--- src/rtl/dunc16_sequencer_if.sv ---
// Bus bundle between the DUNC16 control sequencer (master) and its datapath (slave):
// opcode and memory handshake in, datapath strobes/selects and the write latch out.
interface dunc16_sequencer_if;
  logic [3:0] IR_OP;
  logic       MEM_ACK;
  logic       LD_MA, MA_SEL, MEM_RD, LD_MD, MD_SEL;
  logic       LD_IR, INC_PC, LD_PC, LD_AC, AC_SEL;
  logic       SETWRITE, CLRWRITE, WRITE;

  modport master (
    input  IR_OP, MEM_ACK,
    output LD_MA, MA_SEL, MEM_RD, LD_MD, MD_SEL,
           LD_IR, INC_PC, LD_PC, LD_AC, AC_SEL,
           SETWRITE, CLRWRITE, WRITE
  );

  modport slave (
    output IR_OP, MEM_ACK,
    input  LD_MA, MA_SEL, MEM_RD, LD_MD, MD_SEL,
           LD_IR, INC_PC, LD_PC, LD_AC, AC_SEL,
           SETWRITE, CLRWRITE, WRITE
  );
endinterface

--- src/rtl/dunc16_sequencer.sv ---
// DUNC16 four-phase fetch/execute control sequencer with halt/resume and write latch.
// Optional memory wait states and bus-error timeout: define DUNC16_WAITSTATE_EN.
module dunc16_sequencer #(
  parameter int MEM_TIMEOUT = 8
) (
  input  logic                CLK,
  input  logic                RESET,
  input  logic                RUN,
  dunc16_sequencer_if.master  bus,
  output logic                T0,
  output logic                T1,
  output logic                T2,
  output logic                T3,
  output logic                FETCH,
  output logic                EXECUTE,
  output logic                HALTED,
  output logic                ILLEGAL,
  output logic                BUS_ERR
);

  localparam logic [1:0] PH_T0 = 2'd0;
  localparam logic [1:0] PH_T1 = 2'd1;
  localparam logic [1:0] PH_T2 = 2'd2;
  localparam logic [1:0] PH_T3 = 2'd3;

  localparam logic MC_FETCH = 1'b0;
  localparam logic MC_EXEC  = 1'b1;

  localparam logic [3:0] OP_NOP = 4'h0;
  localparam logic [3:0] OP_LDA = 4'h1;
  localparam logic [3:0] OP_STA = 4'h2;
  localparam logic [3:0] OP_ADD = 4'h3;
  localparam logic [3:0] OP_JMP = 4'h4;
  localparam logic [3:0] OP_HLT = 4'hF;

  logic [1:0] r_phase;
  logic       r_major;
  logic       r_halted;
  logic       r_write;

  logic w_lda, w_sta, w_add, w_jmp, w_hlt, w_legal;
  logic w_mem_phase;
  logic w_stall;
  logic w_timeout;

  assign w_lda   = (bus.IR_OP == OP_LDA);
  assign w_sta   = (bus.IR_OP == OP_STA);
  assign w_add   = (bus.IR_OP == OP_ADD);
  assign w_jmp   = (bus.IR_OP == OP_JMP);
  assign w_hlt   = (bus.IR_OP == OP_HLT);
  assign w_legal = (bus.IR_OP == OP_NOP) | w_lda | w_sta | w_add | w_jmp | w_hlt;

  assign T0      = (r_phase == PH_T0);
  assign T1      = (r_phase == PH_T1);
  assign T2      = (r_phase == PH_T2);
  assign T3      = (r_phase == PH_T3);
  assign FETCH   = (r_major == MC_FETCH);
  assign EXECUTE = (r_major == MC_EXEC);
  assign HALTED  = r_halted;
  assign bus.WRITE = r_write;

  // Strobes are silent while halted and while reset is held.
  always_comb begin
    // NOTE: every output gets a default first so no path can infer a latch.
    bus.LD_MA    = 1'b0;
    bus.MA_SEL   = 1'b0;
    bus.MEM_RD   = 1'b0;
    bus.LD_MD    = 1'b0;
    bus.MD_SEL   = 1'b0;
    bus.LD_IR    = 1'b0;
    bus.INC_PC   = 1'b0;
    bus.LD_PC    = 1'b0;
    bus.LD_AC    = 1'b0;
    bus.AC_SEL   = 1'b0;
    bus.SETWRITE = 1'b0;
    bus.CLRWRITE = 1'b0;
    ILLEGAL      = 1'b0;
    if (RESET && !r_halted) begin
      if (r_major == MC_FETCH) begin
        case (r_phase)
          PH_T0:   bus.LD_MA = 1'b1;
          PH_T1:   begin bus.MEM_RD = 1'b1; bus.LD_MD = 1'b1; end
          PH_T2:   begin bus.LD_IR = 1'b1; bus.INC_PC = 1'b1; end
          default: ;
        endcase
      end else begin
        case (r_phase)
          PH_T0: begin
            bus.LD_MA  = w_lda | w_sta | w_add;
            bus.MA_SEL = w_lda | w_sta | w_add;
            bus.LD_PC  = w_jmp;
            ILLEGAL    = ~w_legal;
          end
          PH_T1: begin
            bus.MEM_RD = w_lda | w_add;
            bus.LD_MD  = w_lda | w_add | w_sta;
            bus.MD_SEL = w_sta;
          end
          PH_T2: begin
            bus.LD_AC    = w_lda | w_add;
            bus.AC_SEL   = w_add;
            bus.SETWRITE = w_sta;
          end
          default: bus.CLRWRITE = w_sta;
        endcase
      end
    end
  end

  // Phases that wait on the memory handshake: reads in T1 and the STA write in T2.
  assign w_mem_phase = bus.MEM_RD | bus.SETWRITE;

`ifdef DUNC16_WAITSTATE_EN
  localparam int CW = (MEM_TIMEOUT < 2) ? 1 : $clog2(MEM_TIMEOUT + 1);

  logic [CW-1:0] r_wait_cnt;
  logic          r_bus_err;

  assign w_stall   = w_mem_phase & ~bus.MEM_ACK;
  assign w_timeout = w_stall & (r_wait_cnt == CW'(MEM_TIMEOUT - 1));
  assign BUS_ERR   = r_bus_err;

  always_ff @(posedge CLK or negedge RESET) begin
    if (!RESET) begin
      r_wait_cnt <= '0;
      r_bus_err  <= 1'b0;
    end else if (r_halted) begin
      if (RUN) r_bus_err <= 1'b0;
    end else if (w_timeout) begin
      r_wait_cnt <= '0;
      r_bus_err  <= 1'b1;
    end else if (w_stall) begin
      r_wait_cnt <= r_wait_cnt + 1'b1;
    end else begin
      r_wait_cnt <= '0;
    end
  end
`else
  logic w_unused;

  assign w_stall   = 1'b0;
  assign w_timeout = 1'b0;
  assign BUS_ERR   = 1'b0;
  assign w_unused  = &{1'b0, bus.MEM_ACK, w_mem_phase, MEM_TIMEOUT[0]};
`endif

  always_ff @(posedge CLK or negedge RESET) begin
    if (!RESET) begin
      // NOTE: state updates use non-blocking assignments so every flop samples pre-edge values.
      r_phase  <= PH_T0;
      r_major  <= MC_FETCH;
      r_halted <= 1'b0;
      r_write  <= 1'b0;
    end else if (r_halted) begin
      // Resume skips the suppressed T0 and continues the fetch at T1.
      if (RUN) begin
        r_halted <= 1'b0;
        r_phase  <= PH_T1;
      end
    end else if (w_timeout) begin
      r_halted <= 1'b1;
      r_write  <= 1'b0;
      r_phase  <= PH_T0;
      r_major  <= MC_FETCH;
    end else begin
      if (bus.SETWRITE) r_write <= 1'b1;
      if (bus.CLRWRITE) r_write <= 1'b0;
      if (!w_stall) begin
        r_phase <= r_phase + 2'd1;
        if (r_phase == PH_T3) begin
          r_major <= (r_major == MC_FETCH) ? MC_EXEC : MC_FETCH;
          if (r_major == MC_EXEC && w_hlt) r_halted <= 1'b1;
        end
      end
    end
  end

endmodule

--- src/flat_wrapper.sv ---
// flat-port wrapper written by rule: the top's interface ports become plain ports
module dunc16_sequencer_flat 
#(
  parameter int MEM_TIMEOUT = 8
)
  (CLK, RESET, RUN, T0, T1, T2, T3, FETCH, EXECUTE, HALTED, ILLEGAL, BUS_ERR, bus_IR_OP, bus_MEM_ACK, bus_LD_MA, bus_MA_SEL, bus_MEM_RD, bus_LD_MD, bus_MD_SEL, bus_LD_IR, bus_INC_PC, bus_LD_PC, bus_LD_AC, bus_AC_SEL, bus_SETWRITE, bus_CLRWRITE, bus_WRITE);
  dunc16_sequencer_if bus_i ();
  input  logic CLK;
  input  logic RESET;
  input  logic RUN;
  output logic T0;
  output logic T1;
  output logic T2;
  output logic T3;
  output logic FETCH;
  output logic EXECUTE;
  output logic HALTED;
  output logic ILLEGAL;
  output logic BUS_ERR;
  input wire logic [$bits(bus_i.IR_OP)-1:0] bus_IR_OP;
  input wire logic [$bits(bus_i.MEM_ACK)-1:0] bus_MEM_ACK;
  output wire logic [$bits(bus_i.LD_MA)-1:0] bus_LD_MA;
  output wire logic [$bits(bus_i.MA_SEL)-1:0] bus_MA_SEL;
  output wire logic [$bits(bus_i.MEM_RD)-1:0] bus_MEM_RD;
  output wire logic [$bits(bus_i.LD_MD)-1:0] bus_LD_MD;
  output wire logic [$bits(bus_i.MD_SEL)-1:0] bus_MD_SEL;
  output wire logic [$bits(bus_i.LD_IR)-1:0] bus_LD_IR;
  output wire logic [$bits(bus_i.INC_PC)-1:0] bus_INC_PC;
  output wire logic [$bits(bus_i.LD_PC)-1:0] bus_LD_PC;
  output wire logic [$bits(bus_i.LD_AC)-1:0] bus_LD_AC;
  output wire logic [$bits(bus_i.AC_SEL)-1:0] bus_AC_SEL;
  output wire logic [$bits(bus_i.SETWRITE)-1:0] bus_SETWRITE;
  output wire logic [$bits(bus_i.CLRWRITE)-1:0] bus_CLRWRITE;
  output wire logic [$bits(bus_i.WRITE)-1:0] bus_WRITE;
  assign bus_i.IR_OP = bus_IR_OP;
  assign bus_i.MEM_ACK = bus_MEM_ACK;
  assign bus_LD_MA = bus_i.LD_MA;
  assign bus_MA_SEL = bus_i.MA_SEL;
  assign bus_MEM_RD = bus_i.MEM_RD;
  assign bus_LD_MD = bus_i.LD_MD;
  assign bus_MD_SEL = bus_i.MD_SEL;
  assign bus_LD_IR = bus_i.LD_IR;
  assign bus_INC_PC = bus_i.INC_PC;
  assign bus_LD_PC = bus_i.LD_PC;
  assign bus_LD_AC = bus_i.LD_AC;
  assign bus_AC_SEL = bus_i.AC_SEL;
  assign bus_SETWRITE = bus_i.SETWRITE;
  assign bus_CLRWRITE = bus_i.CLRWRITE;
  assign bus_WRITE = bus_i.WRITE;
  dunc16_sequencer #(.MEM_TIMEOUT(MEM_TIMEOUT)) u_core (.CLK(CLK), .RESET(RESET), .RUN(RUN), .bus(bus_i), .T0(T0), .T1(T1), .T2(T2), .T3(T3), .FETCH(FETCH), .EXECUTE(EXECUTE), .HALTED(HALTED), .ILLEGAL(ILLEGAL), .BUS_ERR(BUS_ERR));
endmodule
--- config.mk ---
export PLATFORM = sky130hd
export DESIGN_NAME = dunc16_sequencer_flat
export DESIGN_NICKNAME = d
export VERILOG_FILES = /design/src/rtl/dunc16_sequencer_if.sv /design/src/rtl/dunc16_sequencer.sv /design/src/flat_wrapper.sv
export SDC_FILE = /design/constraint.sdc
export NUM_CORES = 1
export LEC_CHECK = 0
export BUFFER_PORTS_ARGS = -buffer_cell sky130_fd_sc_hd__buf_2
export CELL_PAD_IN_SITES_DETAIL_PLACEMENT = 1
export CELL_PAD_IN_SITES_GLOBAL_PLACEMENT = 1
export CORE_MARGIN = 5
export CORE_UTILIZATION = 30
export CTS_BUF_LIST = sky130_fd_sc_hd__clkbuf_8
export CTS_CLUSTER_SIZE = 10
export DETAILED_ROUTE_END_ITERATION = 6
export PLACE_DENSITY_LB_ADDON = 0.1
export SYNTH_ARGS = -nofsm -noshare
export SYNTH_HDL_FRONTEND = slang
export SYNTH_SLANG_ARGS = --single-unit
--- constraint.sdc ---
create_clock -name CLK -period 1.4 [get_ports CLK]
set_input_delay 0.07 -clock CLK [delete_from_list [all_inputs] [get_ports CLK]]
set_output_delay 0.07 -clock CLK [all_outputs]
set_load 0.01 [all_outputs]
==> run_results.csv, run 1 <==
group,metric,value,unit
placed_design,pre_cts_ws,102,ps
critical_path,crit_fanout,3,
floorplanning,rows,14,
clock_tree,cts-root-buf,"clkbuf_8",
synth,synth-seq-area-share,25.0,%
clock_tree,clk_pin_slew,40,ps
pwr,sequentialPowerShare,18.9,%
sta,fin_skew,2.21,ps
synth,syn_area,500,µm²
final_layout,final_cells,111,
run,cap_violations,0,
synth,synth_warnings,0,
pwr,power_switching,0.604,mW
final_layout,diodes,0,
synth,yosysTopAreaCell,"dfrtp_1",
critical_path,crit_chain,"inv_2, ha_4, and4b_1, and3_4, buf_6",
grt,grt_use_total,12.9,%
final_layout,fin_area,843,µm²
synth,synth_cells,55,
floorplanning,coreArea,1540,µm²
pwr,totalPowerFinal,1.46,mW
clock_tree,tritoncts,"done",
outcome,violations,"negative setup slack",
pwr,power.internal,0.851,mW
route,wl_per_cell,14.4,µm
critical_path,start_kind,"flop",
placed_design,hpwl,1220,µm
sta,hold-worst-slack,63.9,ps
synth,synth-seq-cells,5,
sta,grt_setup_unrepaired,"true",
sta,maxSlewViolCount,0,
critical_path,cp_top_family,"simple AND/OR/NAND/NOR gates",
pwr,power_frac_clock,18.1,%
route,totalWireLength,1600,µm
final_layout,drive_above_1_share,67.4,%
sta,max_freq,707,MHz
floorplanning,initial_core_util,32.5,%
sta,setup_total_negative_slack,-19.0,ps
final_layout,fin_util,54.7,%
clock_tree,cts_inserted_buffers,3,
critical_path,required,1330,ps
sta,finalSetupViolations,2,
clock_tree,h-tree-depth,1,
synth,mappedNetlistNets,68,
floorplanning,die_area,2590,µm²
placed_design,gp_congestion,0.765,
sta,hold_violations,0,
critical_path,arrival,1340,ps
hold_path,hold_path_class,"in2reg",
outcome,status,"finished, violations left",
floorplanning,dieWidth,50.8,µm
synth,synth_area_per_cell,9.10,µm²
sta,fin_crit,1410,ps
clock_tree,clock_latency,220,ps
route,first_pass_iters,2,
grt,grt_pass1_wl,2620,µm
critical_path,crit_type,"reg2out",
floorplanning,die_height,50.8,µm
grt,grt_start_max_net_pins,9,
route,drc,0,
critical_path,slowest_delay,380,ps
route,via_per_inst,4.88,
grt,antenna_found_initial,0,
pwr,power_density,1730,nW/µm²
final_layout,layout.nets,109,
synth,synthDistinctLibCells,26,
route,drt-initial-drc-count,1,
pwr,swShare,41.5,%
clock_tree,clk_path_buf_depth,2,
synth,yosys-top-cells-area,"dfrtp_1 25%, ha_1 13%, and3_2 6.0%",
pwr,p_comb_share,63.0,%
placed_design,placed_cells,102,
final_layout,syn2layout_area_growth,68.5,%
floorplanning,ios,30,
critical_path,slowest_stage,"dfrtp_1",
placed_design,io_buffers,27,
route,drtAntennaViolNets,0,
critical_path,path_buf_inv,2,
critical_path,cp-end-kind,"output pin",
grt,overflow,0,
placed_design,dpl_cell_area,682,µm²
synth,synth_top_area_share,25.0,%
route,vias,542,
clock_tree,cts_sinks,5,
sta,min_period_over_period,101,%
sta,setup_ws,-14.2,ps
pwr,leakage,0.441,nW
pwr,vdd_drop_max,1.03,mV
grt,grt_pass1_vias,550,
==> worst paths after layout <==
check                                  start           endpoint  slack, ps  cells past startpoint
max                        u_core.r_phase[0]       bus_SETWRITE        -10                      5
min                                      RUN      u_core.HALTED         60                      2
max reg2reg                u_core.r_phase[1]     u_core.EXECUTE        180                      4
min reg2reg                 u_core.bus.WRITE   u_core.bus.WRITE        550                      2
max in group asynchronous              RESET  u_core.r_phase[1]        980                      3
min in group asynchronous              RESET   u_core.bus.WRITE        300                      3
==> timing repair <==
item / in CTS / in global routing
hold buffers: 1 / 0
endpoints found under the setup margin: 10 / 11
pin swaps: 3 / 6
resized for setup: 14 / 5
endpoints found under the hold margin: 5 / 0
setup buffers: 2 / 2
==> cell usage in the layout (no fill, tap or decap), types with 2 or more instances in the layout <==
master	count
buf_6	2
and4b_1	2
inv_1	3
buf_4	11
dfrtp_2	2
dfrtp_1	3
ha_4	3
mux2i_1	2
inv_2	2
clkbuf_8	3
nor2_1	3
buf_2	26
and3_2	3
a21oi_2	2
a31oi_1	2
a21oi_1	2
nand2_1	4
==> power groups by stage <==
stage / Clock [mW] / Combinational, mW / Sequential [mW]
after floorplan: 0 / 0.409 / 0.272
after global placement: 0 / 0.698 / 0.269
after detailed placement: 0 / 0.711 / 0.273
after CTS: 0.271 / 0.843 / 0.293
after global routing: 0.288 / 1.02 / 0.285
final: 0.263 / 0.917 / 0.275
==> cell usage after synthesis <==
master    count
dfrtp_1       5
ha_1          5
nand2_1       5
a21oi_1       4
and3_2        4
inv_1         4
buf_4         3
nor2_1        3
a31oi_1       2
and4b_1       2
mux2i_1       2
nor3_1        2
and2b_2       1
and4_1        1
buf_6         1
conb_1        1
nand3_1       1
nand3_4       1
nand3b_1      1
nand4_1       1
nor2_4        1
nor2b_2       1
nor4b_4       1
o21ai_0       1
or2_2         1
xnor2_1       1
==> layout make-up <==
| type | count | area, µm² |
|---|---|---|
| fillers | 197 | 698 |
| multi-input cells | 42 | 390 |
| repair buffers | 40 | 245 |
| flip-flops and latches | 5 | 128 |
| clock buffers | 3 | 41.3 |
| well taps | 16 | 20.0 |
| inverters | 4 | 15.0 |
| clock inverters | 1 | 3.75 |
==> state kept, by name, summed over array words and instances (netlist names) <==
register / cells
u_core.r_phase: 2
u_core.EXECUTE: 1
u_core.HALTED: 1
u_core.bus.WRITE: 1
==> metal layers <==
layer  track usage [%]  up-vias  wire length (µm)
met3              4.94        0                94
met4              1.28        0                 0
met1              15.2      258               669
met5                 0        -                 0
li1                  -      270                 -
met2              22.7       14               834
==> cells by family (layout without fill, tap and decap cells) <==
| group | count (synthesis) | after routing | synth area share, % |
|---|---|---|---|
| adder cells (fa/ha/maj) | 5 | 5 | 12.5 |
| other | 1 | 1 | 0.749 |
| XOR/XNOR | 1 | 1 | 1.75 |
| AND/OR/NAND/NOR | 26 | 26 | 38.8 |
| multiplexers | 2 | 2 | 4.00 |
| flip-flops | 5 | 5 | 25.0 |
| AO/OA/AOI/OAI | 7 | 7 | 7.50 |
| buffers and inverters | 8 | 48 | 9.75 |
Power figures use the tool's default switching activity.
==> inputs of run 2 (changes only) <==
- SETUP_SLACK_MARGIN: not set -> 0.2
==> run_results.csv, run 2 (synthesized netlist as in run 1, its figures left out) <==
group,metric,value,unit
clock_tree,h-tree-depth,1,
final_layout,multiInputGateArea,409,µm²
floorplanning,die_height,50.8,µm
final_layout,fin_area,911,µm²
sta,hold_violations,0,
sta,fin_skew,3.14,ps
sta,setup_total_negative_slack,-46.4,ps
sta,max_freq,694,MHz
grt,grt_pass1_vias,563,
grt,grt_use_total,13.2,%
final_layout,fin_util,59.1,%
pwr,power_frac_clock,16.3,%
final_layout,diodes,0,
critical_path,cp_top_family,"flip-flops",
pwr,totalPowerFinal,1.64,mW
final_layout,final_cell_mix,"20 x buf_2, 10 x buf_4, 8 x buf_6",
sta,hold-worst-slack,72.5,ps
sta,min_period_over_period,103,%
floorplanning,rows,14,
placed_design,dpl_cell_area,684,µm²
clock_tree,cts_inserted_buffers,3,
critical_path,cp-end-kind,"output pin",
placed_design,io_buffers,27,
floorplanning,ios,30,
route,drt-initial-drc-count,3,
critical_path,slowest_stage,"dfrtp_1",
placed_design,gp_congestion,0.775,
grt,antenna_found_initial,0,
clock_tree,cts-root-buf,"clkbuf_8",
sta,setup_ws,-40.3,ps
critical_path,r2r_setup_slack,140,ps
critical_path,path_buf_inv,2,
critical_path,arrival,1370,ps
clock_tree,clock_latency,230,ps
run,cap_violations,0,
sta,grt_setup_unrepaired,"true",
floorplanning,dieWidth,50.8,µm
sta,fin_crit,1440,ps
pwr,swShare,40.0,%
critical_path,crit_chain,"inv_2, ha_4, and4b_1, and3_4, buf_6",
pwr,power_switching,0.655,mW
placed_design,hpwl,1230,µm
final_layout,top_register,"u_core.r_phase",
route,drtAntennaViolNets,0,
critical_path,slowest_delay,390,ps
route,totalWireLength,1710,µm
grt,grt_pass1_wl,2600,µm
final_layout,fillers,187,
floorplanning,die_area,2590,µm²
hold_path,worstHoldPathCells,2,
sta,finalSetupViolations,2,
pwr,power_density,1800,nW/µm²
route,first_pass_iters,4,
outcome,violations,"negative setup slack",
grt,overflow,0,
route,drc,0,
final_layout,layout.nets,109,
pwr,leakage,0.461,nW
final_layout,largest_register_ffs,2,
outcome,status,"finished, violations left",
pwr,p_comb_share,67.1,%
sta,maxSlewViolCount,0,
critical_path,r2r_start,"u_core.r_phase[0]",
clock_tree,cts_sinks,5,
critical_path,required,1330,ps
floorplanning,initial_core_util,32.5,%
hold_path,hold_path_class,"in2reg",
pwr,power.internal,0.984,mW
pwr,sequentialPowerShare,16.6,%
final_layout,seqCellArea,126,µm²
hold_path,hold_end,"u_core.HALTED",
final_layout,mostFrequentLayoutCell,"buf_2",
final_layout,drive_above_1_share,68.4,%
critical_path,crit_type,"reg2out",
route,wl_per_cell,15.4,µm
critical_path,start_kind,"flop",
grt,grt_start_max_net_pins,7,
critical_path,r2r_cells,6,
clock_tree,clk_pin_slew,40,ps
hold_path,holdCritStartpoint,"RUN",
clock_tree,clk_path_buf_depth,2,
route,via_per_inst,4.94,
pwr,vdd_drop_max,0.879,mV
clock_tree,tritoncts,"done",
critical_path,reg2reg_to,"u_core.bus.WRITE",
route,vias,548,
final_layout,syn2layout_area_growth,82.0,%
critical_path,crit_fanout,3,
floorplanning,coreArea,1540,µm²
run 2: changes by cell type in the layout (fill, tap and decap cells not counted), moves of 2 or more:
cell / before / now
buf_6: 2 / 8
and3_2: 3 / 1
and3_4: 1 / 3
buf_2: 26 / 20
run 2: through the flow:
| stage | instances | worst slack, ps |
|---|---|---|
| finish | 111 | -40.3 |
| global route | 111 | -109 |
| CTS | 110 | -27.3 |
| detailed placement | 101 | 119 |
| global placement | 101 | 132 |
| floorplan | 55 | 190 |
run 2: worst max path at each step:
stage / endpoint / depth (start not counted) / startpoint / slack [ps]
after CTS: bus_SETWRITE / 5 / u_core.r_phase[0] / -30
after global routing: bus_SETWRITE / 5 / u_core.r_phase[0] / -110
after detailed placement: bus_LD_PC / 5 / u_core.r_phase[0] / 120
after global placement: bus_LD_PC / 5 / u_core.r_phase[1] / 130
final: bus_SETWRITE / 5 / u_core.r_phase[0] / -40
after floorplan: bus_LD_PC / 4 / u_core.r_phase[0] / 190
run 2: layer usage:
metal | GRT usage [%] | vias to the layer above | share of wire, %
met2 | 21.9 | 19 | 51
met5 | 0 | - | 0
met1 | 15.7 | 254 | 41
met3 | 4.07 | 3 | 7.0
li1 | - | 272 | -
met4 | 5.11 | 0 | 1.3
run 2: cell type report:
class,instances,share of cell area [%]
Multi-Input combinational cell,42,44.9
Timing Repair Buffer,40,32.4
Sequential cell,5,13.9
Clock buffer,3,4.53
Tap cell,16,2.20
Inverter,4,1.65
Clock inverter,1,0.412
run 2: power by group through the flow:
stage | Clock (mW) | Combinational, mW | Sequential, mW
after floorplan | 0 | 0.423 | 0.273
after global placement | 0 | 0.682 | 0.271
after detailed placement | 0 | 0.699 | 0.275
after CTS | 0.277 | 0.996 | 0.272
after global routing | 0.288 | 1.20 | 0.282
final | 0.268 | 1.10 | 0.272
run 2: timing repair:
action | 4_1_cts | 5_1_grt
endpoints found under the hold margin | 5 | 0
gates resized for setup | 16 | 9
cloned | 0 | 0
pin swaps | 7 | 1
endpoints found under the setup margin | 17 | 19
hold buffers | 1 | 0
setup buffers | 4 | 1
==> inputs of run 3 (changes only) <==
- ABC_CLOCK_PERIOD_IN_PS: not set -> 1400
- CORE_UTILIZATION: 30 -> 28
- CTS_BUF_LIST: sky130_fd_sc_hd__clkbuf_8 -> not set
==> run_results.csv, run 3 (synthesized netlist as in run 1, its figures left out) <==
group,metric,value,unit
clock_tree,cts_inserted_buffers,3,
clock_tree,clk_pin_slew,40,ps
pwr,power_density,1650,nW/µm²
critical_path,r2r_start,"u_core.r_phase[1]",
critical_path,slowest_delay,390,ps
grt,grt_use_total,13.5,%
final_layout,top_register,"u_core.r_phase",
placed_design,hpwl,1170,µm
final_layout,syn2layout_area_growth,97.3,%
floorplanning,coreArea,1710,µm²
critical_path,crit_fanout,3,
route,via_per_inst,4.63,
route,first_pass_iters,2,
route,vias,574,
floorplanning,die_height,52.3,µm
final_layout,layout.nets,113,
critical_path,crit_type,"reg2out",
sta,grt_setup_unrepaired,"true",
pwr,leakage,0.469,nW
final_layout,largest_register_ffs,2,
sta,min_period_over_period,104,%
placed_design,gp_congestion,0.707,
sta,hold_violations,0,
floorplanning,ios,30,
placed_design,io_buffers,27,
final_layout,fillers,202,
route,drt-initial-drc-count,2,
grt,antenna_found_initial,0,
outcome,status,"finished, violations left",
hold_path,holdCritStartpoint,"RUN",
placed_design,dpl_cell_area,681,µm²
grt,grt_pass1_wl,2680,µm
clock_tree,clock_latency,260,ps
critical_path,reg2reg_to,"u_core.bus.WRITE",
sta,setup_total_negative_slack,-169,ps
sta,maxSlewViolCount,0,
floorplanning,initial_core_util,29.3,%
final_layout,final_cell_mix,"17 x buf_2, 14 x buf_6, 12 x buf_4",
pwr,vdd_drop_max,0.907,mV
grt,grt_pass1_vias,585,
final_layout,drive_above_1_share,73.7,%
sta,finalSetupViolations,5,
critical_path,r2r_cells,6,
floorplanning,die_area,2730,µm²
route,drtAntennaViolNets,0,
route,wl_per_cell,14.2,µm
sta,max_freq,689,MHz
final_layout,diodes,0,
route,totalWireLength,1760,µm
floorplanning,dieWidth,52.3,µm
clock_tree,cts-root-buf,"clkbuf_4",
critical_path,r2r_setup_slack,80,ps
clock_tree,h-tree-depth,1,
critical_path,start_kind,"flop",
sta,fin_crit,1450,ps
critical_path,cp-end-kind,"output pin",
outcome,violations,"negative setup slack",
final_layout,fin_area,987,µm²
sta,setup_ws,-51.1,ps
run,cap_violations,0,
critical_path,arrival,1380,ps
grt,overflow,0,
clock_tree,tritoncts,"done",
hold_path,hold_path_class,"in2reg",
critical_path,slowest_stage,"dfrtp_1",
hold_path,worstHoldPathCells,2,
hold_path,hold_end,"u_core.HALTED",
critical_path,crit_chain,"inv_2, ha_4, and4b_1, and3_4, buf_6",
final_layout,mostFrequentLayoutCell,"buf_2",
floorplanning,rows,15,
clock_tree,clk_path_buf_depth,2,
critical_path,required,1330,ps
sta,fin_skew,11.4,ps
grt,grt_start_max_net_pins,7,
route,drc,0,
clock_tree,cts_sinks,5,
==> run 3: cell types whose count changed in the layout (fill, tap and decap cells not counted), moves of 2 or more <==
cell	previous run	this run
buf_6	8	14
inv_1	3	1
nand2_2	2	0
clkbuf_4	0	3
buf_2	20	17
clkbuf_8	3	0
buf_4	10	12
==> run 3: repair_timing <==
action,4_1_cts,5_1_grt
setup endpoints to repair,17,20
hold buffers,1,0
gates resized for setup,30,9
pin swaps,9,2
hold endpoints to repair,5,0
buffers inserted,9,2
==> run 3: power breakdown <==
| group | switching (mW) | internal, mW |
|---|---|---|
| registers | 0.0787 | 0.212 |
| clock network | 0.0765 | 0.109 |
| logic | 0.533 | 0.623 |
==> run 3: worst max path at each step <==
stage	to	slack [ps]	cells after the start	startpoint
5_1_grt	bus_LD_PC	-140	5	u_core.r_phase[1]
2_1_floorplan	bus_LD_PC	190	4	u_core.r_phase[0]
6_report	bus_SETWRITE	-50	5	u_core.r_phase[0]
3_3_place_gp	bus_LD_PC	90	5	u_core.r_phase[1]
4_1_cts	bus_LD_PC	-50	5	u_core.r_phase[1]
3_5_place_dp	bus_LD_PC	70	5	u_core.r_phase[1]
==> run 3: metal layers <==
metal / share of wire, % / up-vias / GRT usage [%]
met5: 0 / - / 0
met4: 1.6 / 0 / 3.83
li1: - / 276 / -
met3: 6.6 / 5 / 4.84
met1: 40 / 273 / 15.6
met2: 52 / 20 / 23.2
==> run 3: cell type report <==
| cell class | instances | area (µm²) | share of cell area, % |
|---|---|---|---|
| Timing Repair Buffer | 44 | 343 | 34.7 |
| Inverter | 4 | 15.0 | 1.52 |
| Sequential cell | 5 | 128 | 12.9 |
| Tap cell | 25 | 31.3 | 3.17 |
| Multi-Input combinational cell | 42 | 444 | 45.0 |
| Clock buffer | 4 | 26.3 | 2.66 |
==> run 3: worst max-delay path, delay by kind of cell, from the launching register on <==
family / cells / cell delay, ps
and+or+nand+nor: 2 / 390
adders and majority gates: 1 / 150
DFF: 1 / 390
buffers and inverters: 2 / 200
==> run 3: metrics by stage <==
stage / util, % / hold WS (ps) / power (mW) / setup slack, ps / cells
2_1_floorplan: - / -226 / 0.696 / 190 / 55
3_3_place_gp: 39.9 / -30.8 / 0.910 / 88.0 / 108
3_5_place_dp: 39.9 / -23.3 / 0.932 / 69.8 / 108
4_1_cts: 54.4 / 25.9 / 1.55 / -53.4 / 122
5_1_grt: 57.8 / 31.8 / 1.76 / -138 / 124
6_report: 57.8 / 20.6 / 1.63 / -51.1 / 124
